[config.mk]
export PLATFORM = sky130hd
export DESIGN_NAME = dac8734_spi_capture_flat
export DESIGN_NICKNAME = d
export VERILOG_FILES = /design/src/rtl/dac8734_spi_capture_if.sv /design/src/rtl/dac8734_spi_capture.sv /design/src/flat_wrapper.sv
export SDC_FILE = /design/constraint.sdc
export NUM_CORES = 1
export LEC_CHECK = 0
export BUFFER_PORTS_ARGS = -buffer_cell sky130_fd_sc_hd__buf_2
export CAP_MARGIN = 20
export CORE_MARGIN = 2
export CORE_UTILIZATION = 61
export CTS_CLUSTER_SIZE = 40
export DETAILED_ROUTE_END_ITERATION = 7
export GPL_ROUTABILITY_DRIVEN = 0
export PLACE_DENSITY = 0.75
export SETUP_SLACK_MARGIN = 0.05
export SKIP_CTS_REPAIR_TIMING = 1
export SLEW_MARGIN = 40
export SYNTH_ARGS = -nofsm -noshare
export SYNTH_HDL_FRONTEND = slang
export SYNTH_SLANG_ARGS = --single-unit
[constraint.sdc]
create_clock -name clk -period 6.6 [get_ports clk]
set_clock_uncertainty 0.15 [all_clocks]
set_input_delay 1.98 -clock clk [delete_from_list [all_inputs] [get_ports clk]]
set_output_delay 1.98 -clock clk [all_outputs]
set_load 0.03 [all_outputs]
[src/rtl/dac8734_spi_capture_if.sv]
// Decoded-frame handshake bus between the SPI capture block and its consumer.
// The capture block drives the head-of-queue frame; the consumer answers with ready.
interface dac8734_spi_capture_if;
  logic        frame_valid;
  logic        frame_ready;
  logic [2:0]  frame_lane;
  logic [7:0]  frame_addr;
  logic [15:0] frame_data;

  modport master (
    output frame_valid,
    output frame_lane,
    output frame_addr,
    output frame_data,
    input  frame_ready
  );

  modport slave (
    input  frame_valid,
    input  frame_lane,
    input  frame_addr,
    input  frame_data,
    output frame_ready
  );
endinterface

[src/rtl/dac8734_spi_capture.sv]
// Snoops the eight DAC8734 SPI lanes, rebuilds 24-bit frames and queues
// {lane, address, data} words in a fall-through FIFO with sticky error flags.
module dac8734_spi_capture #(
  parameter int NUM_LANES   = 8,
  parameter int FRAME_BITS  = 24,
  parameter int FIFO_DEPTH  = 16,
  parameter int SYNC_STAGES = 2
) (
  input  logic                  clk,
  input  logic                  resetn,
  input  logic [NUM_LANES-1:0]  spi_csb,
  input  logic [NUM_LANES-1:0]  spi_sclk,
  input  logic [NUM_LANES-1:0]  spi_sdi,
  dac8734_spi_capture_if.master fbus,
  output logic [15:0]           frame_count,
  output logic                  err_len,
  output logic                  err_multi_cs,
  output logic                  err_overflow,
  input  logic                  err_clear
);

  localparam int LANE_W  = $clog2(NUM_LANES);
  localparam int PTR_W   = $clog2(FIFO_DEPTH);
  localparam int ENTRY_W = LANE_W + FRAME_BITS;
  localparam logic [4:0] FRAME_CNT = 5'(FRAME_BITS);

  typedef enum logic [1:0] {S_IDLE, S_SHIFT, S_DRAIN} state_t;

  logic [NUM_LANES-1:0] csb_sync  [SYNC_STAGES];
  logic [NUM_LANES-1:0] sclk_sync [SYNC_STAGES];
  logic [NUM_LANES-1:0] sdi_sync  [SYNC_STAGES];
  logic [NUM_LANES-1:0] csb_d, sclk_d;
  logic [NUM_LANES-1:0] csb_s, sclk_s, sdi_s;
  logic [NUM_LANES-1:0] csb_fall, lane_mask;

  state_t              state, state_n;
  logic [LANE_W-1:0]   lane_q, lane_n, fall_idx;
  logic [4:0]          bit_cnt, cnt_n;
  logic [FRAME_BITS-1:0] shreg, shreg_n;
  logic                sclk_fall, multi_low;
  logic                push, set_len, set_multi, set_ovf;

  logic [ENTRY_W-1:0]  mem [FIFO_DEPTH];
  logic [PTR_W:0]      wr_ptr, rd_ptr;
  logic [ENTRY_W-1:0]  head;
  logic                full, empty, valid, pop, wr_en;

  // Synchronizers are preset to the idle bus level so reset never looks like a CSB fall.
  always_ff @(posedge clk or negedge resetn) begin
    if (!resetn) begin
      for (int i = 0; i < SYNC_STAGES; i++) begin
        csb_sync[i]  <= '1;
        sclk_sync[i] <= '0;
        sdi_sync[i]  <= '0;
      end
      csb_d  <= '1;
      sclk_d <= '0;
    end else begin
      csb_sync[0]  <= spi_csb;
      sclk_sync[0] <= spi_sclk;
      sdi_sync[0]  <= spi_sdi;
      for (int i = 1; i < SYNC_STAGES; i++) begin
        csb_sync[i]  <= csb_sync[i-1];
        sclk_sync[i] <= sclk_sync[i-1];
        sdi_sync[i]  <= sdi_sync[i-1];
      end
      csb_d  <= csb_sync[SYNC_STAGES-1];
      sclk_d <= sclk_sync[SYNC_STAGES-1];
    end
  end

  assign csb_s     = csb_sync[SYNC_STAGES-1];
  assign sclk_s    = sclk_sync[SYNC_STAGES-1];
  assign sdi_s     = sdi_sync[SYNC_STAGES-1];
  assign csb_fall  = csb_d & ~csb_s;
  assign multi_low = ($countones(~csb_s) > 1);
  assign lane_mask = {{(NUM_LANES-1){1'b0}}, 1'b1} << lane_q;
  assign sclk_fall = sclk_d[lane_q] & ~sclk_s[lane_q];

  always_ff @(posedge clk or negedge resetn) begin
    if (!resetn) begin
      state   <= S_IDLE;
      lane_q  <= '0;
      bit_cnt <= '0;
      shreg   <= '0;
    end else begin
      state   <= state_n;
      lane_q  <= lane_n;
      bit_cnt <= cnt_n;
      shreg   <= shreg_n;
    end
  end

  // In SHIFT the SCLK edge is folded in before the CSB rise is judged.
  always_comb begin
    state_n   = state;
    lane_n    = lane_q;
    cnt_n     = bit_cnt;
    shreg_n   = shreg;
    push      = 1'b0;
    set_len   = 1'b0;
    set_multi = 1'b0;
    fall_idx  = '0;
    for (int i = 0; i < NUM_LANES; i++)
      if (csb_fall[i]) fall_idx = LANE_W'(i);
    case (state)
      S_IDLE: begin
        if (multi_low) begin
          set_multi = 1'b1;
          state_n   = S_DRAIN;
        end else if (|csb_fall) begin
          state_n = S_SHIFT;
          lane_n  = fall_idx;
          cnt_n   = '0;
          shreg_n = '0;
        end
      end
      S_SHIFT: begin
        if (sclk_fall) begin
          shreg_n = {shreg[FRAME_BITS-2:0], sdi_s[lane_q]};
          if (bit_cnt != 5'd31) cnt_n = bit_cnt + 5'd1;
        end
        if (|(~csb_s & ~lane_mask)) begin
          set_multi = 1'b1;
          state_n   = S_DRAIN;
        end else if (csb_s[lane_q]) begin
          state_n = S_IDLE;
          if (cnt_n == FRAME_CNT) push = 1'b1;
          else                    set_len = 1'b1;
        end
      end
      S_DRAIN: begin
        if (&csb_s) state_n = S_IDLE;
      end
      default: state_n = S_IDLE;
    endcase
  end

  assign empty = (wr_ptr == rd_ptr);
  assign full  = (wr_ptr[PTR_W] != rd_ptr[PTR_W]) &&
                 (wr_ptr[PTR_W-1:0] == rd_ptr[PTR_W-1:0]);
  assign valid = ~empty;
  assign pop   = valid & fbus.frame_ready;
  assign wr_en = push & (~full | pop);
  assign set_ovf = push & full & ~pop;

  always_ff @(posedge clk) begin
    if (wr_en) mem[wr_ptr[PTR_W-1:0]] <= {lane_q, shreg_n};
  end

  always_ff @(posedge clk or negedge resetn) begin
    if (!resetn) begin
      wr_ptr <= '0;
      rd_ptr <= '0;
    end else begin
      if (wr_en) wr_ptr <= wr_ptr + 1'b1;
      if (pop)   rd_ptr <= rd_ptr + 1'b1;
    end
  end

  // Outputs are gated so the unreset storage never shows through an empty queue.
  assign head             = mem[rd_ptr[PTR_W-1:0]];
  assign fbus.frame_valid = valid;
  assign fbus.frame_lane  = valid ? head[ENTRY_W-1 -: LANE_W] : '0;
  assign fbus.frame_addr  = valid ? head[FRAME_BITS-1 -: 8] : '0;
  assign fbus.frame_data  = valid ? head[15:0] : '0;

  // A flag-setting event beats err_clear in the same cycle.
  always_ff @(posedge clk or negedge resetn) begin
    if (!resetn) begin
      err_len      <= 1'b0;
      err_multi_cs <= 1'b0;
      err_overflow <= 1'b0;
      frame_count  <= '0;
    end else begin
      err_len      <= set_len   | (err_len      & ~err_clear);
      err_multi_cs <= set_multi | (err_multi_cs & ~err_clear);
      err_overflow <= set_ovf   | (err_overflow & ~err_clear);
      if (err_clear)  frame_count <= wr_en ? 16'd1 : 16'd0;
      else if (wr_en) frame_count <= frame_count + 16'd1;
    end
  end

endmodule

[src/flat_wrapper.sv]
// flat-port wrapper written by rule: the top's interface ports become plain ports
module dac8734_spi_capture_flat 
#(
  parameter int NUM_LANES   = 8,
  parameter int FRAME_BITS  = 24,
  parameter int FIFO_DEPTH  = 16,
  parameter int SYNC_STAGES = 2
)
  (clk, resetn, spi_csb, spi_sclk, spi_sdi, frame_count, err_len, err_multi_cs, err_overflow, err_clear, fbus_frame_valid, fbus_frame_lane, fbus_frame_addr, fbus_frame_data, fbus_frame_ready);
  dac8734_spi_capture_if fbus_i ();
  input  logic clk;
  input  logic resetn;
  input  logic [NUM_LANES-1:0] spi_csb;
  input  logic [NUM_LANES-1:0] spi_sclk;
  input  logic [NUM_LANES-1:0] spi_sdi;
  output logic [15:0] frame_count;
  output logic err_len;
  output logic err_multi_cs;
  output logic err_overflow;
  input  logic err_clear;
  output wire logic [$bits(fbus_i.frame_valid)-1:0] fbus_frame_valid;
  output wire logic [$bits(fbus_i.frame_lane)-1:0] fbus_frame_lane;
  output wire logic [$bits(fbus_i.frame_addr)-1:0] fbus_frame_addr;
  output wire logic [$bits(fbus_i.frame_data)-1:0] fbus_frame_data;
  input wire logic [$bits(fbus_i.frame_ready)-1:0] fbus_frame_ready;
  assign fbus_frame_valid = fbus_i.frame_valid;
  assign fbus_frame_lane = fbus_i.frame_lane;
  assign fbus_frame_addr = fbus_i.frame_addr;
  assign fbus_frame_data = fbus_i.frame_data;
  assign fbus_i.frame_ready = fbus_frame_ready;
  dac8734_spi_capture #(.NUM_LANES(NUM_LANES), .FRAME_BITS(FRAME_BITS), .FIFO_DEPTH(FIFO_DEPTH), .SYNC_STAGES(SYNC_STAGES)) u_core (.clk(clk), .resetn(resetn), .spi_csb(spi_csb), .spi_sclk(spi_sclk), .spi_sdi(spi_sdi), .fbus(fbus_i), .frame_count(frame_count), .err_len(err_len), .err_multi_cs(err_multi_cs), .err_overflow(err_overflow), .err_clear(err_clear));
endmodule
==> results_dict.tcl <==
set metrics [dict create \
    status "finished with violations" \
    violations "design-rule violations" \
    synth_edf_count 432 \
    cp_common_cell "a211oi_1" \
    arrival_ns 3.29 \
    p_leak_nw 9.36 \
    cts.clk_slew.worst_paths_ns 0.06 \
    period_share_pct 82.1 \
    cp_slowest_stage_delay_ns 0.74 \
    nFillCells 2203 \
    vias 11300 \
    rrSetupSlack_ns 2.01 \
    synth_ff_type "edfxtp_1" \
    finalWorstSetupSlack_ns 1.18 \
    crit_start "u_core.rd_ptr[0]" \
    hpwl_mm 23.8 \
    worstSetupEndpoint "fbus_frame_addr[6]" \
    cts-root-buf "clkbuf_16" \
    worstSetupStartpointType "register" \
    nNetsFinal 1349 \
    die_x_um 194 \
    die_y_um 194 \
    fmax_mhz 184 \
    hp-class "reg -> reg" \
    drive_above_1_share_pct 27.7 \
    syn-num-nets 1231 \
    cts_sinks 559 \
    syn2layout_area_growth_pct 13.4 \
    ys_types 54 \
    ant_nets 0 \
    yosysSeqAreaShare_pct 73.2 \
    start_util_pct 62.0 \
    antenna_found_initial 0 \
    syn_inst 1182 \
    power_density_nw_per_um2 352 \
    drtPass1Iterations 7 \
    ios 75 \
    grt_overflow 0 \
    grt_pass1_vias 11600 \
    syn_area_sq_um 22100 \
    cp.required_ns 4.47 \
    first_iter_violations 979 \
    wl_mm 44.5 \
    track_usage_pct 24.6 \
    hold_start "u_core.sdi_sync[14]" \
    grt_max_degree 83 \
    rsz0062_at_grt "no" \
    ys.warnings.count 0 \
    reg2regPathDepth 17 \
    r2r_start "u_core.csb_s[1]" \
    cp_num_buf_inv 3 \
    port_buffers 74 \
    reg2reg_to "u_core.mem[8][4]" \
    cp_cell_sequence "buf_12 -> buf_4 -> mux4_2 -> nor2b_1 -> a211oi_1 -> a211oi_1 -> buf_2" \
    critPathCaptureType "output port" \
    viasPerCell 6.23 \
    diodes 0 \
    fin_crit_ns 5.42 \
    maxSlewViolCount 0 \
    syn_avg_cell_area_sq_um 18.7 \
    relSlewSlack_pct 43.3 \
    fin_hold_ws_ns 0.190 \
    path_depth 7 \
    cts-htree-levels 2 \
    cts_tree "built" \
    worstSetupPathType "reg -> out" \
    place_ws_ns 1.72 \
    routedWlPerCell_um 24.6 \
    rows 69 \
    async_reset_ff_share_pct 22.7 \
    cp_top_family "buffers and inverters" \
    peakVddDrop_mv 0.280 \
    cts_buffers 54 \
    crit_slowest_cell "dfrtp_4" \
    clk_latency_ns 0.60 \
    hold_viol_final 0 \
    path_max_fanout 26 \
    setup-tns-final_ns 0 \
    tightest_slew_ns 0.850 \
    ys_seq_elements 559 \
    clock_path_buffers 3 \
    setup_violations 0 \
    core_area_sq_um 35700 \
    grt_pass1_wl_mm 69.3 \
    die_area_sq_um 37800 \
    maxCapViolations 0 \
    drc 1 \
]
==> report_power, final <==
| part | switching, mW | leakage [nW] | internal (mW) |
|---|---|---|---|
| combinational | 0.940 | 2.42 | 0.684 |
| sequential | 0.266 | 6.07 | 3.87 |
| clock | 1.27 | 0.869 | 1.80 |
==> worst min-delay path by stage <==
stage / slack (ns) / depth (start not counted) / to
floorplan: 0.18 / 0 / u_core.sclk_s[0]
global placement: 0.18 / 0 / u_core.sclk_s[3]
detailed placement: 0.18 / 0 / u_core.sclk_s[2]
CTS: 0.19 / 0 / u_core.sdi_s[6]
global route: 0.20 / 0 / u_core.sdi_s[2]
finish: 0.19 / 0 / u_core.sdi_s[6]
==> stage by stage <==
stage,std cells,utilization (%),area [sq um],power (mW)
final,1806,70.3,25000,8.83
after global routing,1806,70.3,25000,9.17
after CTS,1806,70.2,25000,8.92
after detailed placement,1705,65.2,23300,5.85
after global placement,1703,65.1,23200,5.82
after floorplan,1182,-,22100,5.36
==> layer usage <==
layer  vias to the layer above  global-route usage, %  part of all wire [%]
met2                       376                   40.9                    52
met1                      5856                   34.2                    40
met3                        77                   3.26                   5.9
met4                         0                   8.72                   2.7
li1                       4945                      -                     -
met5                         -                      0                     0
==> cells in the final DEF, fill, tap and decap left out, types with 5 or more instances in the layout <==
cell and instances:
edfxtp_1 432, mux4_2 114, dfrtp_1 97, buf_2 73
inv_1 58, clkbuf_16 57, a211oi_1 56, buf_4 53
mux2i_1 37, nand3_1 36, nor2b_1 32, o21ai_0 32
nand2_1 24, dfstp_2 24, a21oi_1 20, ha_1 17
clkbuf_1 15, o31ai_1 14, or4_1 14, nor2_1 11
clkinv_2 9, xnor2_1 7, xor2_1 7, nand4_1 7
clkinv_1 7, and4b_1 6, bufinv_16 5
==> Yosys cell counts, types with 8 or more instances <==
cell      number  area (sq um)
edfxtp_1     432         13000
mux4_2       114          2570
dfrtp_1      103          2580
inv_1         58           218
a211oi_1      56           420
mux2i_1       37           370
nand3_1       37           185
clkbuf_1      35           131
o21ai_0       34           170
nor2b_1       32           200
dfstp_2       24           631
nand2_1       24          90.1
a21oi_1       20           100
buf_2         19          95.1
ha_1          17           213
o31ai_1       14           105
or4_1         14           105
nor2_1        11          41.3
buf_1          8          30.0
==> cell type report <==
class / instances / area, sq um / share of cell area (%)
multi-input cells: 496 / 5430 / 21.7
well taps: 461 / 577 / 2.30
clock inverters: 27 / 272 / 1.08
repair buffers: 131 / 852 / 3.40
flip-flops and latches: 559 / 16200 / 64.7
clock buffers: 74 / 1510 / 6.03
inverters: 58 / 218 / 0.869
==> cell families (layout without fill, tap and decap cells) <==
| logic type | count (synthesis) | in the layout | synth area share [%] |
|---|---|---|---|
| xor gates and xnor gates | 14 | 14 | 0.555 |
| DFF | 559 | 559 | 73.2 |
| buffers and inverters | 127 | 290 | 2.47 |
| adders and majority gates | 21 | 21 | 1.33 |
| muxes | 156 | 156 | 13.6 |
| AOI/OAI and AO/OA | 140 | 140 | 4.27 |
| and+or+nand+nor | 165 | 165 | 4.54 |
==> registers in the layout, summed over array words and instances, names as in the netlist <==
signal               count
u_core.bit_cnt           5
u_core.csb_d             8
u_core.csb_s             8
u_core.csb_sync          8
u_core.err_len           1
u_core.err_multi_cs      1
u_core.err_overflow      1
u_core.frame_count      16
u_core.lane_q            3
u_core.mem             432
u_core.rd_ptr            5
u_core.sclk_d            8
u_core.sclk_s            8
u_core.sclk_sync         8
u_core.sdi_s             8
u_core.sdi_sync          8
u_core.shreg            24
u_core.state             2
u_core.wr_ptr            5
Note: power is estimated with default switching activity, not from simulation.
